===== config.mk =====
export PLATFORM = sky130hd
export DESIGN_NAME = chess_game_clock_flat
export DESIGN_NICKNAME = d
export VERILOG_FILES = /design/src/rtl/chess_game_clock_if.sv /design/src/rtl/chess_game_clock.sv /design/src/flat_wrapper.sv
export SDC_FILE = /design/constraint.sdc
export NUM_CORES = 1
export LEC_CHECK = 0
export ABC_AREA = 1
export ABC_CLOCK_PERIOD_IN_PS = 10950
export CAP_MARGIN = 15
export CORE_MARGIN = 2
export CORE_UTILIZATION = 64
export DETAILED_ROUTE_END_ITERATION = 10
export HOLD_SLACK_MARGIN = 0.03
export PLACE_DENSITY = 0.87
export SLEW_MARGIN = 30
export SYNTH_ARGS = -nofsm -noshare
export SYNTH_HDL_FRONTEND = slang
export SYNTH_SLANG_ARGS = --single-unit

===== constraint.sdc =====
create_clock -name clock -period 10.95 [get_ports clock]
set_clock_uncertainty 0.15 [all_clocks]
set_input_delay 2.7375 -clock clock [delete_from_list [all_inputs] [get_ports clock]]
set_output_delay 2.7375 -clock clock [all_outputs]
set_load 0.01 [all_outputs]

===== src/rtl/chess_game_clock_if.sv =====
// Bundle between the move-logic block (master) and the chess clock (slave):
// game control inputs going in, seven-segment digits and timeout flags coming out.
interface chess_game_clock_if;
    logic       run;
    logic       halt;
    logic       player;
    logic [6:0] white_mins_seg;
    logic [6:0] white_tens_seg;
    logic [6:0] white_units_seg;
    logic [6:0] black_mins_seg;
    logic [6:0] black_tens_seg;
    logic [6:0] black_units_seg;
    logic       white_timeout;
    logic       black_timeout;

    modport master (
        output run, halt, player,
        input  white_mins_seg, white_tens_seg, white_units_seg,
        input  black_mins_seg, black_tens_seg, black_units_seg,
        input  white_timeout, black_timeout
    );

    modport slave (
        input  run, halt, player,
        output white_mins_seg, white_tens_seg, white_units_seg,
        output black_mins_seg, black_tens_seg, black_units_seg,
        output white_timeout, black_timeout
    );
endinterface


===== src/rtl/chess_game_clock.sv =====
// Two-player chess clock with Fischer increment. Counts the side-to-move's
// remaining seconds down at 1 s resolution, raises sticky timeout flags and
// drives registered active-low M:SS seven-segment digits for both sides.
module chess_game_clock #(
    parameter int CLOCK_FREQ    = 50_000_000,
    parameter int START_MINS    = 5,
    parameter int INCREMENT_SEC = 0
) (
    input  logic              clock,
    input  logic              reset,
    chess_game_clock_if.slave game
);

    localparam int             PW        = (CLOCK_FREQ > 1) ? $clog2(CLOCK_FREQ) : 1;
    localparam logic [PW-1:0]  PRE_MAX   = PW'(CLOCK_FREQ - 1);
    localparam logic [9:0]     MAX_SEC   = 10'd599;
    localparam logic [9:0]     START_SEC = 10'(START_MINS * 60);
    localparam logic [9:0]     INC_SEC   = 10'(INCREMENT_SEC);

    // Active-low 7-segment code, bit0 = a ... bit6 = g.
    function automatic logic [6:0] seg7(input logic [3:0] d);
        logic [6:0] s;
        case (d)
            4'd0:    s = 7'b1000000;
            4'd1:    s = 7'b1111001;
            4'd2:    s = 7'b0100100;
            4'd3:    s = 7'b0110000;
            4'd4:    s = 7'b0011001;
            4'd5:    s = 7'b0010010;
            4'd6:    s = 7'b0000010;
            4'd7:    s = 7'b1111000;
            4'd8:    s = 7'b0000000;
            4'd9:    s = 7'b0010000;
            default: s = 7'b1111111;
        endcase
        return s;
    endfunction

    // Adds the Fischer increment, clamping at 9:59.
    function automatic logic [9:0] add_inc_sat(input logic [9:0] s);
        logic [10:0] sum;
        sum = {1'b0, s} + {1'b0, INC_SEC};
        return (sum > {1'b0, MAX_SEC}) ? MAX_SEC : sum[9:0];
    endfunction

    // Seconds to {mins, tens, units} segment codes.
    function automatic logic [20:0] sec_to_segs(input logic [9:0] s);
        logic [9:0] rem;
        rem = s % 10'd60;
        return {seg7(4'(s / 10'd60)), seg7(4'(rem / 10'd10)), seg7(4'(rem % 10'd10))};
    endfunction

    logic [PW-1:0] pre_q, pre_d;
    logic [9:0]    white_sec_q, white_sec_d;
    logic [9:0]    black_sec_q, black_sec_d;
    logic          player_q, player_d;
    logic          white_to_q, white_to_d;
    logic          black_to_q, black_to_d;

    logic          active, move, tick, expire;
    logic [9:0]    run_sec, new_sec;

    logic [6:0]    white_mins_q, white_tens_q, white_units_q;
    logic [6:0]    black_mins_q, black_tens_q, black_units_q;
    logic [6:0]    white_mins_d, white_tens_d, white_units_d;
    logic [6:0]    black_mins_d, black_tens_d, black_units_d;

    // Prescaler, move detection, decrement-then-increment of the side that was on move.
    always_comb begin
        active      = game.run & ~game.halt & ~white_to_q & ~black_to_q;
        move        = active & (game.player != player_q);
        tick        = active & (pre_q == PRE_MAX);
        pre_d       = pre_q;
        player_d    = player_q;
        white_sec_d = white_sec_q;
        black_sec_d = black_sec_q;
        white_to_d  = white_to_q;
        black_to_d  = black_to_q;
        expire      = 1'b0;

        if (active) begin
            // A move restarts the second so the incoming side gets a full one.
            if (move || tick) begin
                pre_d = '0;
            end else begin
                pre_d = pre_q + 1'b1;
            end
            player_d = game.player;
        end

        // player_q names both the side whose clock is running and, on a move,
        // the side that just moved; both updates therefore land on the same count.
        run_sec = player_q ? white_sec_q : black_sec_q;
        new_sec = run_sec;
        if (tick && (run_sec != 10'd0)) begin
            new_sec = run_sec - 10'd1;
            expire  = (new_sec == 10'd0);
        end
        if (move && !expire) begin
            new_sec = add_inc_sat(new_sec);
        end

        if (player_q) begin
            white_sec_d = new_sec;
            white_to_d  = white_to_q | expire;
        end else begin
            black_sec_d = new_sec;
            black_to_d  = black_to_q | expire;
        end
    end

    // Display digits follow the current counts, shown one cycle later.
    always_comb begin
        {white_mins_d, white_tens_d, white_units_d} = sec_to_segs(white_sec_q);
        {black_mins_d, black_tens_d, black_units_d} = sec_to_segs(black_sec_q);
    end

    // Clock state registers.
    always_ff @(posedge clock) begin
        if (reset) begin
            pre_q       <= '0;
            white_sec_q <= START_SEC;
            black_sec_q <= START_SEC;
            player_q    <= 1'b1;
            white_to_q  <= 1'b0;
            black_to_q  <= 1'b0;
        end else begin
            pre_q       <= pre_d;
            white_sec_q <= white_sec_d;
            black_sec_q <= black_sec_d;
            player_q    <= player_d;
            white_to_q  <= white_to_d;
            black_to_q  <= black_to_d;
        end
    end

    // Registered segment outputs, showing the starting time out of reset.
    always_ff @(posedge clock) begin
        if (reset) begin
            white_mins_q  <= seg7(4'(START_MINS));
            white_tens_q  <= seg7(4'd0);
            white_units_q <= seg7(4'd0);
            black_mins_q  <= seg7(4'(START_MINS));
            black_tens_q  <= seg7(4'd0);
            black_units_q <= seg7(4'd0);
        end else begin
            white_mins_q  <= white_mins_d;
            white_tens_q  <= white_tens_d;
            white_units_q <= white_units_d;
            black_mins_q  <= black_mins_d;
            black_tens_q  <= black_tens_d;
            black_units_q <= black_units_d;
        end
    end

    assign game.white_mins_seg  = white_mins_q;
    assign game.white_tens_seg  = white_tens_q;
    assign game.white_units_seg = white_units_q;
    assign game.black_mins_seg  = black_mins_q;
    assign game.black_tens_seg  = black_tens_q;
    assign game.black_units_seg = black_units_q;
    assign game.white_timeout   = white_to_q;
    assign game.black_timeout   = black_to_q;

endmodule

===== src/flat_wrapper.sv =====
// flat-port wrapper written by rule: the top's interface ports become plain ports
module chess_game_clock_flat 
#(
    parameter int CLOCK_FREQ    = 50_000_000,
    parameter int START_MINS    = 5,
    parameter int INCREMENT_SEC = 0
)
  (clock, reset, game_run, game_halt, game_player, game_white_mins_seg, game_white_tens_seg, game_white_units_seg, game_black_mins_seg, game_black_tens_seg, game_black_units_seg, game_white_timeout, game_black_timeout);
  chess_game_clock_if game_i ();
  input  logic clock;
  input  logic reset;
  input wire logic [$bits(game_i.run)-1:0] game_run;
  input wire logic [$bits(game_i.halt)-1:0] game_halt;
  input wire logic [$bits(game_i.player)-1:0] game_player;
  output wire logic [$bits(game_i.white_mins_seg)-1:0] game_white_mins_seg;
  output wire logic [$bits(game_i.white_tens_seg)-1:0] game_white_tens_seg;
  output wire logic [$bits(game_i.white_units_seg)-1:0] game_white_units_seg;
  output wire logic [$bits(game_i.black_mins_seg)-1:0] game_black_mins_seg;
  output wire logic [$bits(game_i.black_tens_seg)-1:0] game_black_tens_seg;
  output wire logic [$bits(game_i.black_units_seg)-1:0] game_black_units_seg;
  output wire logic [$bits(game_i.white_timeout)-1:0] game_white_timeout;
  output wire logic [$bits(game_i.black_timeout)-1:0] game_black_timeout;
  assign game_i.run = game_run;
  assign game_i.halt = game_halt;
  assign game_i.player = game_player;
  assign game_white_mins_seg = game_i.white_mins_seg;
  assign game_white_tens_seg = game_i.white_tens_seg;
  assign game_white_units_seg = game_i.white_units_seg;
  assign game_black_mins_seg = game_i.black_mins_seg;
  assign game_black_tens_seg = game_i.black_tens_seg;
  assign game_black_units_seg = game_i.black_units_seg;
  assign game_white_timeout = game_i.white_timeout;
  assign game_black_timeout = game_i.black_timeout;
  chess_game_clock #(.CLOCK_FREQ(CLOCK_FREQ), .START_MINS(START_MINS), .INCREMENT_SEC(INCREMENT_SEC)) u_core (.clock(clock), .reset(reset), .game(game_i));
endmodule

[Word-level counts from Yosys, hierarchy flattened]
Memories as Yosys holds them, arrays and structs flattened. A register that Yosys moved wholly into a read port is not among the register bits.
Cells that the tools add are included.
W data, S select, Z words.
Storage, ports and cells
  register bits after elaboration: 49
  memories kept: 6
  output and inout bits: 44
  logic and storage cells: 47
  ROM bits: 672
Cells by class
  divide/modulo/power cells: 8
  reductions and logical operators: 6
  equality and inequality tests: 2
  bitwise operators: 10
  add/sub/neg operators: 2
  magnitude comparators: 1
  mux-type cells: 6
Memory list
  (no name shown): depth 16, bits a word 7, read ports 1, clocked after memory_dff 1, wr ports 0, RTL line chess_game_clock.sv:23  | case (d)
  (no name shown): depth 16, bits a word 7, read ports 1, clocked after memory_dff 1, wr ports 0, RTL line chess_game_clock.sv:23
  (no name shown): depth 16, bits a word 7, read ports 1, clocked after memory_dff 1, wr ports 0, RTL line chess_game_clock.sv:23
  (no name shown): depth 16, bits a word 7, read ports 1, clocked after memory_dff 1, wr ports 0, RTL line chess_game_clock.sv:23
  (no name shown): depth 16, bits a word 7, read ports 1, clocked after memory_dff 1, wr ports 0, RTL line chess_game_clock.sv:23
  (no name shown): depth 16, bits a word 7, read ports 1, clocked after memory_dff 1, wr ports 0, RTL line chess_game_clock.sv:23
Operators by type and width (number)
  $mux W10: 4
  $add A26 B1 Y26 const B: 1
  $eq A26 B26 Y1 const B: 1
  $mux W26: 1
  $div A10 B4 Y10 const B: 2
  $div A10 B6 Y10 const B: 2
  $mod A10 B4 Y10 const B: 2
  $mod A10 B6 Y10 const B: 2
  $gt A10 B10 Y1 const B: 1
  $logic_not A10 Y1: 1
  $reduce_bool A10 Y1: 1
  $sub A10 B1 Y10 const B: 1
  $and A1 B1 Y1: 5
  $not A1 Y1: 3
  $logic_and A1 B1 Y1: 2
  $or A1 B1 Y1: 2
  $logic_not A1 Y1: 1
  $logic_or A1 B1 Y1: 1
  $mux W1: 1
  $ne A1 B1 Y1: 1

[Depth between registers and ports, before layout]
Gate-level depths: netlist (run 1).
  depth after elaboration: 10
  gate-level depth with buffers: 40

[Worst setup path after synthesis (run 1)]
No wires, ideal clock.
  path type: input to register
  start: input game_halt
  end: register u_core.white_sec_q[6]
  setup time: 0.115 ns
  slack: 5.857 ns
  stages: 14
  data required time: 10.685 ns
  data arrival time: 4.828 ns
  cell sequence: nor2_1 and3_1 clkbuf_1 nand4_1 nand3b_1 nor2_1 o21ai_0 a21oi_1 o21ai_0 nand4_1 clkbuf_1 nand2_1 o21ai_0 inv_1
On the way
  word-level cells in the longest chain between the ends: 10
RTL lines
  start: declaration: RTL line flat_wrapper.sv:13  | input wire logic [$bits(game_i.halt)-1:0] game_halt;
  $not A1 Y1 *: RTL line chess_game_clock.sv:70  | active = game.run & ~game.halt & ~white_to_q & ~black_to_q;
  $and A1 B1 Y1 * (3 in series): RTL line chess_game_clock.sv:70
  $and A1 B1 Y1: RTL line chess_game_clock.sv:72  | tick = active & (pre_q == PRE_MAX);
  $logic_and A1 B1 Y1: RTL line chess_game_clock.sv:95  | if (tick && (run_sec != 10'd0)) begin
  $mux W10 / $mux W1 (equally long branches): RTL line chess_game_clock.sv:95
  $gt A10 B10 Y1 / $logic_not A1 Y1 (equally long branches): RTL line chess_game_clock.sv:43, chess_game_clock.sv:99
  $mux W10 / $logic_and A1 B1 Y1 (equally long branches): RTL line chess_game_clock.sv:43, chess_game_clock.sv:99
  $mux W10 *: RTL line chess_game_clock.sv:99  | if (move && !expire) begin
  end signal: assignment: RTL line chess_game_clock.sv:129  | white_sec_q <= white_sec_d;
  end: declaration: RTL line chess_game_clock.sv:54  | logic [9:0] white_sec_q, white_sec_d;
Mark *: on every way between the ends. The rest lies on a longest branch, timed or not.
A chain may end at the register's enable or synchronous reset.

[Final worst setup path (run 1)]
  start: input game_halt
  end: register u_core.white_sec_q[0]
The elaborated chain is that of the path after synthesis.

==> results of run 1 <==
==> cells by family (layout without fill, tap and decap cells) <==
group	after synthesis	count (layout)	synth area share (%)
buffers and inverters	151	200	9.58
AND/OR/NAND/NOR	436	436	37.4
adder cells (fa/ha/maj)	35	35	7.15
AO/OA/AOI/OAI	146	146	13.5
flip-flops	91	91	29.7
XOR/XNOR	18	18	2.57
==> cell usage after synthesis (4+ instances only) <==
| master | count |
|---|---|
| nor3_1 | 17 |
| a21oi_2 | 4 |
| inv_1 | 114 |
| nor2_1 | 70 |
| xnor2_1 | 4 |
| dfxtp_1 | 91 |
| nand3b_1 | 4 |
| nand2_1 | 149 |
| o211ai_1 | 9 |
| clkbuf_1 | 14 |
| nand3_2 | 8 |
| nand2_2 | 45 |
| inv_2 | 17 |
| ha_1 | 35 |
| nor4_1 | 7 |
| o21ai_0 | 63 |
| nand2_4 | 21 |
| o21ai_1 | 6 |
| xor2_1 | 14 |
| nor2_2 | 4 |
| nand4_1 | 19 |
| nor2_4 | 5 |
| nor3b_1 | 5 |
| nand3_1 | 72 |
| a21oi_1 | 48 |
==> layout by cell type (no fill, tap or decap), drive strengths merged, types with 2 or more instances in the layout <==
master / count
o211ai: 9
buf: 4
xor2: 14
ha: 35
nor3: 17
nand3b: 4
clkbuf: 11
a211oi: 3
inv: 131
or2: 3
nand2: 217
clkinv: 4
o21a: 2
nor2: 79
a21oi: 52
nor4: 7
nand4: 19
xnor2: 4
dfxtp: 91
bufinv: 3
nor3b: 5
a21o: 2
nand3: 82
clkdlybuf4s50: 47
o21ai: 72
==> report_power, final <==
group	total [mW]	switching (mW)	internal, mW
Combinational	1.28	0.808	0.475
Clock	0.271	0.114	0.157
Sequential	0.422	0.0235	0.399
==> worst max-delay path: stages <==
cell and delay, ns:
clkdlybuf4s50_1 0.40, nor2_1 0.07, and3_1 0.41, nand3b_1 0.13, nor3_1 0.24, nand2_1 0.18
inv_1 0.20, nor2_1 0.06, a21oi_1 0.24, a21oi_1 0.12, o21ai_0 0.16, nand4_1 0.42
o21ai_0 0.31, o21ai_0 0.12, inv_1 0.07
==> final timing paths <==
path	end	cells past startpoint
setup reg to reg	u_core.game.white_units_seg[3]	30
setup / recovery	u_core.white_sec_q[0]	15
hold reg to reg	u_core.pre_q[5]	2
hold / removal	u_core.pre_q[5]	2
==> per-stage QoR <==
| step | std cells | util, % | hold WS, ns | power [mW] | cell area [um^2] |
|---|---|---|---|---|---|
| global route | 1055 | 74.8 | 0.381 | 2.15 | 6940 |
| global placement | 1040 | 72.2 | 0.320 | 1.63 | 6700 |
| finish | 1055 | 74.8 | 0.350 | 1.98 | 6940 |
| floorplan | 877 | - | 0.309 | 1.40 | 6120 |
| CTS | 1055 | 74.8 | 0.349 | 1.98 | 6940 |
| detailed placement | 1040 | 72.2 | 0.339 | 1.70 | 6700 |
==> cell type report <==
type                            count  area (um^2)
Fill cell                         709         2340
Clock buffer                       11          141
Timing Repair Buffer               51          498
Clock inverter                      4         98.8
Inverter                          134          505
Multi-Input combinational cell    635         3720
Tap cell                          129          161
Sequential cell                    91         1820
==> per-layer routing <==
metal  routed length, um  vias to the layer above  share of wire, %  GRT usage, %
li1                    -                     2934                 -             -
met5                   0                        -                 0             0
met1                5890                     2693                42          34.0
met4                 226                        0               1.6          9.13
met2                7190                      200                51          50.9
met3                 825                       25               5.8          4.51
==> results.py, run 1 <==
metrics = {
    "cells_and_area": {
        "nets": 962,
        "area_growth_pct": 13.4,
        "reg_top3": "u_core.pre_q: 26 flops, u_core.black_sec_q: 10 flops, u_core.white_sec_q: 10 flops",
        "antennaDiodeCount": 0,
        "regMostFlops": "u_core.pre_q",
        "drive_above_1_share_pct": 14.9,
        "largest_reg_flops": 26,
    },
    "routing": {
        "via_per_inst": 5.55,
        "drc": 0,
        "first_iter_violations": 398,
        "vias": 5852,
        "ant_nets": 0,
        "avgRoutedWirePerCell_um": 13.4,
        "postRouteWirelength_mm": 14.1,
        "first_pass_iters": 6,
    },
    "grt": {
        "grt_pass1_wl_mm": 23.9,
        "antenna_found_initial": 0,
        "track_usage_pct": 28.1,
        "grt_max_degree": 46,
        "overflow": 0,
        "grt_pass1_vias": 5512,
    },
    "pwr": {
        "leakage_nw": 3.22,
        "cellPowerDensity_nw_per_um2": 285,
        "ir_worst_vdd_mv": 0.311,
    },
    "critical_path": {
        "reg2reg_from": "u_core.white_sec_q[6]",
        "endpoint_kind": "register",
        "crit_start": "game_halt",
        "r2r_slack_ns": 6.48,
        "critPathMaxFanout": 12,
        "arrival_ns": 5.89,
        "setup.worst_path.start_class": "input port",
        "path_class": "input port to register",
        "required_ns": 11.11,
    },
    "sta": {
        "fin_crit_sh_pct": 52.3,
        "min_period_ns": 5.73,
        "max_freq_mhz": 175,
        "tns_ns": 0,
        "final-max-slew-violation-count": 0,
        "relSlewSlack_pct": 52.5,
        "setup_ws_ns": 5.22,
        "worst_pin_slew_ns": 0.710,
        "hold_viol_final": 0,
        "setup_viol": 0,
        "rsz0062_at_grt": "false",
    },
    "worst_hold_path": {
        "holdCritPathClass": "register to register",
        "holdCritStartpoint": "u_core.pre_q[5]",
    },
    "placement": {
        "port_buffers": 48,
        "pre_cts_slack_ns": 5.01,
        "hpwl_mm": 10.7,
        "gp_congestion": 0.888,
    },
    "synth": {
        "synth_seq_area_share_pct": 29.7,
        "yosys_warnings": 0,
        "ys_types": 46,
        "synth-seq-cells": 91,
        "synth_top_cell_area_share_pct": 29.7,
        "ys.flop_type": "dfxtp_1",
        "syn_inst": 877,
        "synth_area_leaders": "dfxtp_1 30%, nand2_1 9.1%, ha_1 7.2%",
        "async_flop_share_pct": 0,
        "yosys.area.top_type": "dfxtp_1",
        "post_synth.cell_area_avg_um2": 6.98,
        "synth_area_um2": 6120,
        "syn_nets": 917,
        "synth_edf_count": 0,
    },
    "cts": {
        "numClockSinks": 91,
        "root_buffer": "clkbuf_8",
        "cts_buffer_depth": 2,
        "cts.clk_slew.worst_paths_ns": 0.09,
        "cts_resized": 0,
        "numCtsBuffers": 9,
        "htreeDepth": 3,
        "cts_tree": "yes",
        "cts_setup_buffers": 0,
        "clk_latency_ns": 0.36,
        "cts_hold_buf": 0,
    },
    "run_status": {
        "status": "completed",
    },
    "flow_run": {
        "max_cap_violations": 0,
    },
    "die": {
        "core_area_um2": 9280,
        "die-area_um2": 10400,
        "die_h_um": 102,
        "dieWidth_um": 102,
        "start_util_pct": 66.0,
        "io_pins": 49,
        "rows": 35,
    },
}
No activity file was read; power rests on OpenSTA's default activity.
==> run 2, diff against run 1 <==
--- a/config.mk
+++ b/config.mk
@@ -6,13 +6,13 @@
 export NUM_CORES = 1
 export LEC_CHECK = 0
 export ABC_AREA = 1
-export ABC_CLOCK_PERIOD_IN_PS = 10950
+export ABC_CLOCK_PERIOD_IN_PS = 5600
 export CAP_MARGIN = 15
 export CORE_MARGIN = 2
-export CORE_UTILIZATION = 64
+export CORE_UTILIZATION = 59
 export DETAILED_ROUTE_END_ITERATION = 10
 export HOLD_SLACK_MARGIN = 0.03
-export PLACE_DENSITY = 0.87
+export PLACE_DENSITY = 0.81
 export SLEW_MARGIN = 30
 export SYNTH_ARGS = -nofsm -noshare
 export SYNTH_HDL_FRONTEND = slang
==> constraint.sdc (replaced) <==
create_clock -name clock -period 5.6 [get_ports clock]
set_clock_uncertainty 0.15 [all_clocks]
set_input_delay 1.4 -clock clock [delete_from_list [all_inputs] [get_ports clock]]
set_output_delay 1.4 -clock clock [all_outputs]
set_load 0.01 [all_outputs]
==> results.py, run 2 (synthesized netlist as in run 1, its figures left out) <==
metrics = {
    "run_status": {
        "status": "completed",
    },
    "cts": {
        "cts_tree": "yes",
        "numCtsBuffers": 9,
        "cts_buffer_depth": 2,
        "cts_resized": 0,
        "cts_setup_buffers": 0,
        "htreeDepth": 3,
        "cts_hold_buf": 0,
        "numClockSinks": 91,
        "cts.clk_slew.worst_paths_ns": 0.09,
        "clk_latency_ns": 0.37,
        "root_buffer": "clkbuf_8",
    },
    "pwr": {
        "internal_power_mw": 2.05,
        "ir_worst_vdd_mv": 0.504,
        "switching_share_pct": 46.7,
        "pwr-share-seq_pct": 21.4,
        "p_switching_mw": 1.80,
        "finalPower_mw": 3.85,
        "p_comb_share_pct": 63.3,
        "cellPowerDensity_nw_per_um2": 551,
        "pwr-share-clk_pct": 15.2,
        "leakage_nw": 3.24,
    },
    "routing": {
        "ant_nets": 0,
        "avgRoutedWirePerCell_um": 12.2,
        "via_per_inst": 5.27,
        "first_iter_violations": 253,
        "postRouteWirelength_mm": 12.9,
        "drc": 0,
        "first_pass_iters": 5,
        "vias": 5606,
    },
    "placement": {
        "hpwl_mm": 9.59,
        "pre_cts_slack_ns": 0.937,
        "port_buffers": 48,
        "gp_congestion": 0.928,
    },
    "cells_and_area": {
        "reg_top3": "u_core.pre_q: 26 flops, u_core.black_sec_q: 10 flops, u_core.white_sec_q: 10 flops",
        "largest_reg_flops": 26,
        "mostFrequentLayoutCell": "nand2_1",
        "nets": 963,
        "area_growth_pct": 14.0,
        "regMostFlops": "u_core.pre_q",
        "antennaDiodeCount": 0,
        "final_cell_mix": "149 x nand2_1, 114 x inv_1, 91 x dfxtp_1",
        "drive_above_1_share_pct": 15.1,
    },
    "grt": {
        "antenna_found_initial": 0,
        "grt_max_degree": 45,
        "grt_pass1_vias": 5089,
        "overflow": 0,
        "track_usage_pct": 23.9,
        "grt_pass1_wl_mm": 22.3,
    },
    "die": {
        "dieWidth_um": 106,
        "core_area_um2": 10200,
        "die-area_um2": 11200,
        "rows": 37,
        "start_util_pct": 60.1,
        "die_h_um": 106,
        "io_pins": 49,
    },
    "sta": {
        "rsz0062_at_grt": "false",
        "relSlewSlack_pct": 57.2,
        "setup_ws_ns": 1.25,
        "final-max-slew-violation-count": 0,
        "min_period_ns": 4.35,
        "worst_pin_slew_ns": 0.635,
        "max_freq_mhz": 230,
        "tns_ns": 0,
        "hold_viol_final": 0,
        "setup_viol": 0,
        "fin_crit_sh_pct": 77.6,
    },
    "critical_path": {
        "endpoint_kind": "register",
        "slowest_delay_ns": 0.42,
        "setup.worst_path.start_class": "register",
        "reg2reg_to": "u_core.game.white_units_seg[3]",
        "critPathMaxFanout": 7,
        "r2r_cells": 32,
        "reg2reg_from": "u_core.white_sec_q[6]",
        "required_ns": 5.68,
        "cp_common_cell": "nand2_1",
        "crit_path_top_delay_cell": "dfxtp_1",
        "arrival_ns": 4.43,
        "r2r_slack_ns": 1.25,
        "path_class": "register to register",
    },
    "worst_hold_path": {
        "holdCritStartpoint": "u_core.pre_q[5]",
        "holdCritPathClass": "register to register",
        "min_path_cells": 2,
        "holdPathEnd": "u_core.pre_q[5]",
    },
    "flow_run": {
        "max_cap_violations": 0,
    },
}
run 2: power groups by stage:
stage	clock network [mW]	logic, mW	registers, mW
2_1_floorplan	0	1.86	0.886
3_3_place_gp	0	2.39	0.838
3_5_place_dp	0	2.42	0.839
4_1_cts	0.594	2.45	0.826
5_1_grt	0.621	2.75	0.835
6_report	0.586	2.44	0.825
run 2: metrics by stage:
| stage | utilization [%] | cells | cell area, um^2 | hold slack [ns] |
|---|---|---|---|---|
| floorplan | - | 877 | 6120 | 0.309 |
| global placement | 66.0 | 1048 | 6720 | 0.326 |
| detailed placement | 66.0 | 1048 | 6720 | 0.333 |
| CTS | 68.6 | 1063 | 6980 | 0.346 |
| global route | 68.6 | 1063 | 6980 | 0.382 |
| finish | 68.6 | 1063 | 6980 | 0.343 |
run 2: final cells by class:
class	instances	area, um^2
fill	894	3200
clock buffer	10	138
timing repair buffer	52	505
tap	136	170
multi-input combinational	635	3720
clock inverter	5	125
sequential	91	1820
inverter	134	505
run 2: worst max-delay path by stage:
stage / start / endpoint / slack [ns]
3_3_place_gp: game_halt / u_core.white_sec_q[0] / 1.07
4_1_cts: u_core.white_sec_q[6] / u_core.game.white_units_seg[3] / 1.29
5_1_grt: u_core.white_sec_q[6] / u_core.game.white_units_seg[3] / 0.73
2_1_floorplan: game_halt / u_core.white_sec_q[6] / 1.84
3_5_place_dp: game_halt / u_core.white_sec_q[0] / 0.94
6_report: u_core.white_sec_q[6] / u_core.game.white_units_seg[3] / 1.25
run 2: critical path, delay by kind of cell, from the launching register on:
| family | cells | cell delay [ns] |
|---|---|---|
| AND/OR/NAND/NOR | 24 | 2.53 |
| AO/OA/AOI/OAI | 3 | 0.50 |
| flip-flops | 1 | 0.42 |
| adder cells (fa/ha/maj) | 1 | 0.27 |
| buffers and inverters | 4 | 0.35 |
run 2: per-layer routing:
metal  vias up  track usage (%)  part of all wire (%)
met4         0             6.39                   1.0
met2       123             39.1                    45
li1       2962                -                     -
met3        14             4.58                   4.6
met5         -                0                     0
met1      2507             32.4                    50
